[config.mk]
export PLATFORM = sky130hd
export DESIGN_NAME = imem_port_arbiter
export DESIGN_NICKNAME = d
export VERILOG_FILES = /design/src/rtl/csd_pkg.sv /design/src/rtl/imem_port_arbiter_rr_arb2.sv /design/src/rtl/imem_port_arbiter.sv
export SDC_FILE = /design/constraint.sdc
export NUM_CORES = 1
export LEC_CHECK = 0
export CAP_MARGIN = 25
export CORE_ASPECT_RATIO = 0.8
export CORE_MARGIN = 3
export CORE_UTILIZATION = 39
export DETAILED_ROUTE_END_ITERATION = 6
export PLACE_DENSITY = 0.76
export SETUP_SLACK_MARGIN = 0.5
export SLEW_MARGIN = 20
export SYNTH_ARGS = -nofsm -noshare
export SYNTH_HDL_FRONTEND = slang
export SYNTH_SLANG_ARGS = --single-unit
[constraint.sdc]
create_clock -name clk -period 3.15 [get_ports clk]
set_input_delay 0.7875 -clock clk [delete_from_list [all_inputs] [get_ports clk]]
set_output_delay 0.7875 -clock clk [all_outputs]
set_load 0.01 [all_outputs]
[src/rtl/csd_pkg.sv]
// Shared constants for the instruction-memory subsystem: state encoding, opcodes, default sizes.
package csd_pkg;

    localparam int unsigned DEF_AW    = 16;
    localparam int unsigned DEF_DW    = 16;
    localparam int unsigned DEF_DEPTH = 191;

    localparam logic [15:0] NOP   = 16'd50;
    localparam logic [15:0] ENDOP = 16'd51;

    typedef enum logic {
        BOOT = 1'b0,
        RUN  = 1'b1
    } state_e;

    typedef enum logic {
        WIN_FETCH = 1'b0,
        WIN_LOAD  = 1'b1
    } winner_e;

    function automatic logic addr_in_range(input int unsigned addr, input int unsigned depth);
        return addr < depth;
    endfunction

endpackage

[src/rtl/imem_port_arbiter_rr_arb2.sv]
// Two-requester round-robin arbiter; last_winner only moves on a tie, so uncontended grants never bias the next tie.
module rr_arb2
    import csd_pkg::*;
(
    input  logic clk,
    input  logic rst,
    input  logic en,
    input  logic req_fetch,
    input  logic req_load,
    output logic gnt_fetch,
    output logic gnt_load
);

    winner_e last_winner;
    logic    tie;

    assign tie = en && req_fetch && req_load;

    always_ff @(posedge clk) begin
        if (rst) begin
            last_winner <= WIN_LOAD;
        end else if (tie) begin
            last_winner <= (last_winner == WIN_LOAD) ? WIN_FETCH : WIN_LOAD;
        end
    end

    always_comb begin
        gnt_fetch = 1'b0;
        gnt_load  = 1'b0;
        if (tie) begin
            gnt_fetch = (last_winner == WIN_LOAD);
            gnt_load  = (last_winner == WIN_FETCH);
        end else if (en) begin
            gnt_fetch = req_fetch;
            gnt_load  = req_load;
        end
    end

endmodule

[src/rtl/imem_port_arbiter.sv]
// Shares the single-port instruction memory between CPU fetch and the program loader (BOOT fill, then RUN).
// Build option IMEM_WPROT_EN: write-protect the memory once in RUN (loader never granted, request flagged).
module imem_port_arbiter
    import csd_pkg::*;
#(
    parameter int unsigned DEPTH    = DEF_DEPTH,
    parameter int unsigned AW       = DEF_AW,
    parameter int unsigned DW       = DEF_DW,
    parameter logic [DW-1:0] NOP_WORD = DW'(NOP)
) (
    input  logic          clk,
    input  logic          rst,
    input  logic          fetch_req,
    input  logic [AW-1:0] fetch_addr,
    output logic          fetch_gnt,
    output logic          fetch_valid,
    output logic [DW-1:0] fetch_data,
    output logic          cpu_stall,
    input  logic          load_req,
    input  logic [AW-1:0] load_addr,
    input  logic [DW-1:0] load_data,
    output logic          load_gnt,
    input  logic          load_done,
    output logic [AW-1:0] words_loaded,
    output logic          err_oor,
    output logic          mem_write_en,
    output logic [AW-1:0] mem_addr,
    output logic [DW-1:0] mem_wdata,
    input  logic [DW-1:0] mem_rdata
);

    state_e        state, state_nxt;
    logic          arb_en, arb_fetch_gnt, arb_load_gnt;
    logic          load_req_arb, wprot_hit;
    logic          fetch_oor, load_oor;
    logic          fetch_oor_q;
    logic [AW-1:0] addr_q;
    logic [DW-1:0] wdata_q;

    assign fetch_oor = !addr_in_range(32'(fetch_addr), DEPTH);
    assign load_oor  = !addr_in_range(32'(load_addr), DEPTH);
    assign arb_en    = (state == RUN) && !rst;
    assign cpu_stall = (state == BOOT);

`ifdef IMEM_WPROT_EN
    assign load_req_arb = 1'b0;
    assign wprot_hit    = (state == RUN) && load_req;
`else
    assign load_req_arb = load_req;
    assign wprot_hit    = 1'b0;
`endif

    rr_arb2 u_arb (
        .clk       (clk),
        .rst       (rst),
        .en        (arb_en),
        .req_fetch (fetch_req),
        .req_load  (load_req_arb),
        .gnt_fetch (arb_fetch_gnt),
        .gnt_load  (arb_load_gnt)
    );

    always_ff @(posedge clk) begin
        if (rst) begin
            state <= BOOT;
        end else begin
            state <= state_nxt;
        end
    end

    // Next state and grants; reset suppresses every grant.
    always_comb begin
        state_nxt = state;
        fetch_gnt = 1'b0;
        load_gnt  = 1'b0;
        if (!rst) begin
            case (state)
                BOOT: begin
                    load_gnt = load_req;
                    if (load_done) begin
                        state_nxt = RUN;
                    end
                end
                RUN: begin
                    fetch_gnt = arb_fetch_gnt;
                    load_gnt  = arb_load_gnt;
                end
                default: state_nxt = BOOT;
            endcase
        end
    end

    // Memory port follows the winner; idle cycles repeat the previous address as a harmless read.
    always_comb begin
        mem_write_en = 1'b0;
        mem_addr     = addr_q;
        mem_wdata    = wdata_q;
        if (rst) begin
            mem_addr  = '0;
            mem_wdata = '0;
        end else if (fetch_gnt) begin
            mem_addr = fetch_addr;
        end else if (load_gnt) begin
            mem_addr     = load_addr;
            mem_wdata    = load_data;
            mem_write_en = !load_oor;
        end
    end

    assign fetch_data = !fetch_valid ? '0 : (fetch_oor_q ? NOP_WORD : mem_rdata);

    always_ff @(posedge clk) begin
        if (rst) begin
            addr_q       <= '0;
            wdata_q      <= '0;
            fetch_valid  <= 1'b0;
            fetch_oor_q  <= 1'b0;
            words_loaded <= '0;
            err_oor      <= 1'b0;
        end else begin
            addr_q      <= mem_addr;
            wdata_q     <= mem_wdata;
            fetch_valid <= fetch_gnt;
            fetch_oor_q <= fetch_gnt && fetch_oor;
            if (mem_write_en && (words_loaded != {AW{1'b1}})) begin
                words_loaded <= words_loaded + AW'(1);
            end
            if ((fetch_gnt && fetch_oor) || (load_gnt && load_oor) || wprot_hit) begin
                err_oor <= 1'b1;
            end
        end
    end

endmodule

### After elaboration in Yosys (flattened, before gate mapping)

Cells that the tools add are included.
Widths: inputs -> output; s select.

* register bits: 53
* bits of input ports: 69
* output and inout port bits: 70
* logic and storage cells: 46

* add/sub/neg operators: 1
* order comparisons: 2
* eq/ne operators: 1
* multiplexer cells: 22
* bitwise logic cells: 2
* reductions and logical operators: 10

Operators with widths (number)
* $mux 16: 8
* $lt 16x8->1 const B: 2
* $add 16x1->16 const B: 1
* $ne 16x16->1 const B: 1
* $mux 1: 13
* $logic_and 1x1->1: 6
* $logic_not 1->1: 3
* $not 1->1: 2
* $pmux 1 s2: 1
* $logic_or 1x1->1: 1

### Longest topological paths before layout

* word-level depth: 11
* gate-level depth with buffers: 7
* mapped depth without buffers: 6

### Cells and area by module

A second synthesis with hierarchy kept.

* cells, all modules: 330
* area total of the unflattened synthesis: 2673.8 um^2

Modules (own cells, without submodules)
* imem_port_arbiter: instances 1, cells each 321, area an instance 2610.0 um^2, seq. area each 1041.0 um^2
* rr_arb2: instances 1, cells each 9, area an instance 63.8 um^2, seq. area each 20.0 um^2

### Least setup slack after synthesis

OpenSTA, ideal clock, no wires.

* path kind: input -> output
* start: input load_req
* end: output mem_addr[0]
* arrival: 2.130 ns
* data required time: 2.362 ns
* setup slack: 0.233 ns
* stages on the path: 5
* path buffers: 1
* cell sequence: nor2b_1 > nor3_1 > or2_2 > clkbuf_1 > o21ai_0

* cells in the longest elaborated chain, start to end: 7

Ends and longest elaborated chain
* start, declared: RTL line imem_port_arbiter.sv:19 `input logic load_req,`
* $mux 1 / $logic_and 1x1->1 (equally long branches): RTL line imem_port_arbiter_rr_arb2.sv:33, imem_port_arbiter_rr_arb2.sv:17
* $mux 1: RTL line imem_port_arbiter_rr_arb2.sv:30 `if (tie) begin`
* $pmux 1 s2: RTL line imem_port_arbiter.sv:77 `case (state)`
* $mux 1: RTL line imem_port_arbiter.sv:76 `if (!rst) begin`
* $mux 16: RTL line imem_port_arbiter.sv:103 `end else if (load_gnt) begin`
* $mux 16 (*): RTL line imem_port_arbiter.sv:101 `end else if (fetch_gnt) begin`
* $mux 16 (*): RTL line imem_port_arbiter.sv:98 `if (rst) begin`
* end, declared: RTL line imem_port_arbiter.sv:27 `output logic [AW-1:0] mem_addr,`

Every way passes the cells marked *; elsewhere a longest branch is shown, timed or not.

### Worst setup path after layout

* start: input rst
* end: output mem_addr[1]

* cells in the longest elaborated chain, start to end: 10

Ends and longest elaborated chain
* start, declared: RTL line imem_port_arbiter.sv:12 `input logic rst,`
* $logic_not 1->1
* $logic_and 1x1->1: RTL line imem_port_arbiter.sv:42 `assign arb_en = (state == RUN) && !rst;`
* $logic_and 1x1->1 (2 in a row): RTL line imem_port_arbiter_rr_arb2.sv:17 `assign tie = en && req_fetch && req_load;`
* $mux 1: RTL line imem_port_arbiter_rr_arb2.sv:30
* $pmux 1 s2: RTL line imem_port_arbiter.sv:77
* $mux 1: RTL line imem_port_arbiter.sv:76
* $mux 16: RTL line imem_port_arbiter.sv:103
* $mux 16: RTL line imem_port_arbiter.sv:101
* $mux 16 (*): RTL line imem_port_arbiter.sv:98

Marks and branches as above.

==> reports/summary.txt <==
worst path cell trace: buf_6 -> and2b_2 -> nand2_4 -> inv_4 -> buf_8 -> buf_12 -> mux2i_4 -> o21ai_1 -> buf_2
static leakage: 2.25 nW
Worst Hold Class: flip-flop to flip-flop
Max Root-Sink Buffers: 2
Yosys reg bits: 53
RePlAce Congestion: 0.826
Worst path slowest cell: and2b_2
Layout fillers: 440
Period minus WS final: 2.77 ns
sequential share of the synthesized area: 0.405
FF+latch area: 0.00106 mm^2
vias in the first global route: 3042
Synth Cell Area: 0.00262 mm^2
H-Tree Depth: 2
Setup WS pre-CTS: -0.481 ns
Sink Count: 53
met3 routed WL: 629 um
WL final: 9110 um
crit-path max cell delay: 0.23 ns
CTS tree: built
Initial Util: 0.407
WS Path Type: input pin to output pin
Inst Count DP: 578
drt drc: 0
die height: 79.3 um
sequential share of power: 0.478
peak supply drop: 0.230 mV
final period utilization: 0.878
status: finished clean
net load switching power: 412 uW
I/O pin count: 139
layout cells sized above 1: 0.323
fin. max-slew vios: 0
Worst Max-Slew Pin Slew: 0.585 ns
Die X: 97.7 um
Post-Layout Cell Count: 619
buffers added on ports: 138
Overall Power: 1.51 mW
RSZ-0062 raised after global routing: true
arrival time at the worst endpoint: 1.98 ns
Crit path buffers/inverters: 5
Fmax achieved: 0.361 GHz
Data required, critical path: 2.36 ns
first-pass GRT wire length: 14300 um
cts bufs inserted: 5
Post-Syn Area per Cell: 7.97 um^2
ANT nets after route: 0
Sw Share: 0.272
crit-path max FO: 4
TritonRoute pass-1 iters: 4
root buffer selected by CTS: clkbuf_8
fin worst setup slack: 0.384 ns
number of synthesized flops with an enable pin: 0
Area Growth Syn to Fin: 90.0%
drt wl/cell: 14.7 um
Nets: 604
GRT Total Usage: 0.223
DRT met1 WL: 3980 um
Hold Slack: 0.489 ns
startpoint types: input pin
GR Overflow Total: 0
Rel. slew slack: 0.607
initial antenna violation count: 0
clock transition at the registers of the reported paths: 0.09 ns
Setup crit end kind: output pin
Unique masters post-synth: 35
Synth Net Count: 399
Pint: 1.10 mW
Vias/cell: 5.06
core outline area: 0.00644 mm^2
Cells after Synth: 329
Max-Cap Viols: 0
YS warnings: 0
Cell Rows: 26
area of the die: 0.00775 mm^2
footprint of the multi-input gates: 0.00184 mm^2
max layer used: met4
antenna cells: 0
Skew-Pair Late Insertion Delay: 0.30 ns
Top delay family on crit path: buffers and inverters
power density cells: 304 mW/mm^2
final hold violations: 0
Worst Clk Skew: 0.00381 ns
Synth Flop Type: dfxtp_1
routed wire length on met2: 4370 um
placed wire-length estimate: 6220 um
asr flop ratio synth: 0
largest net degree at the start of global routing: 38
drt first-iter violations: 123
vias post-DR: 3131
setup violators final: 0
clock network power share: 0.247
Comb power frac: 0.275
[state kept, by name, indices dropped and copies added, names as in the netlist]
signal and cells:
addr_q 16, fetch_valid 1, u_arb.last_winner 1, words_loaded 16, fetch_oor_q 1, err_oor 1, wdata_q 16, state 1
[cells in the final DEF (no fill, tap or decap), types with 3 or more instances in the layout]
master,netlist,layout
a21oi_1,6,6
and2_1,15,15
and3_1,3,3
buf_12,0,3
buf_2,1,29
buf_4,0,64
buf_6,0,13
clkbuf_8,0,5
clkdlybuf4s50_1,0,71
dfxtp_1,53,53
dlygate4sd2_1,0,21
dlymetal6s2s_1,0,5
inv_1,4,3
mux2i_1,17,3
mux2i_2,0,3
mux2i_4,0,11
nand2_1,73,53
nand2_2,0,8
nand2_4,0,11
nand2b_1,3,3
nand3_1,12,11
nand3b_1,18,18
nand4_1,7,7
nor2_1,19,18
nor3_1,4,3
nor4_1,11,9
o21a_1,4,4
o21ai_0,36,24
o21ai_1,0,9
o21ai_2,0,3
xnor2_1,8,8
[Yosys cell counts (all sizes together), types with 6 or more instances]
cell type,count,area share
mux2i,17,0.065
and2,15,0.036
nand3b,18,0.052
clkbuf,14,0.020
nor4,13,0.039
xnor2,8,0.027
nand3,12,0.023
a21oi,6,0.011
dfxtp,53,0.40
o21ai,36,0.069
nand2,73,0.10
nand4,8,0.025
nor2,19,0.027
[stage by stage]
step	setup TNS, ns	area [um^2]	util
3_5_place_dp	-12.31	4380	0.680
3_3_place_gp	-10.84	4380	0.680
2_1_floorplan	0	2630	-
4_1_cts	0	4730	0.735
6_report	0	4980	0.773
5_1_grt	0	4980	0.773
[worst reg2reg max path: cells and delay by family (launching register included)]
kind | cells | cell delay, ns
and+or+nand+nor | 4 | 1.03
AOI/OAI and AO/OA | 1 | 0.13
buffers and inverters | 4 | 0.54
DFF | 1 | 0.38
[cells by family (layout without fill, tap and decap cells)]
family | Yosys count | after routing | share of synthesized area
compound gates | 51 | 51 | 0.108
buf+inv | 19 | 224 | 0.0277
simple gates | 178 | 179 | 0.355
flops | 53 | 53 | 0.405
mux | 18 | 18 | 0.0692
fa+ha+maj | 1 | 1 | 0.00477
xor+xnor | 9 | 9 | 0.0301
[power by group through the flow]
stage               registers [mW]  clock network (mW)  logic (mW)
finish                       0.724               0.374       0.416
global route                 0.728               0.414       0.444
CTS                          0.719               0.389       0.373
detailed placement           0.733                   0       0.344
global placement             0.731                   0       0.341
floorplan                    0.729                   0       0.120
[repair_timing]
item	4_1_cts	5_1_grt
hold buffers	0	0
pin swaps	15	14
gates cloned	2	0
setup buffers	22	9
endpoints found under the setup margin	54	37
hold endpoints to repair	0	0
resized for setup	244	51
[area by class of cell]
class	instances	area share
timing repair buffer	212	0.377
multi-input combinational	258	0.369
sequential	53	0.213
tap	84	0.0211
clock buffer	7	0.0153
inverter	4	0.00352
clock inverter	1	0.00151
[routing by layer]
metal / track usage / vias up
li1: - / 1560
met1: 0.283 / 1438
met2: 0.382 / 119
met3: 0.0527 / 14
met4: 0.0581 / 0
met5: 0 / -
[worst paths after layout]
kind / from / end / slack [ns] / cells past startpoint
min reg2reg: wdata_q[0] / wdata_q[0] / 0.49 / 2
min: wdata_q[0] / wdata_q[0] / 0.49 / 2
max: rst / mem_addr[1] / 0.38 / 9
max reg2reg: state / words_loaded[13] / 1.00 / 9
No activity file was read; power rests on OpenSTA's default activity.
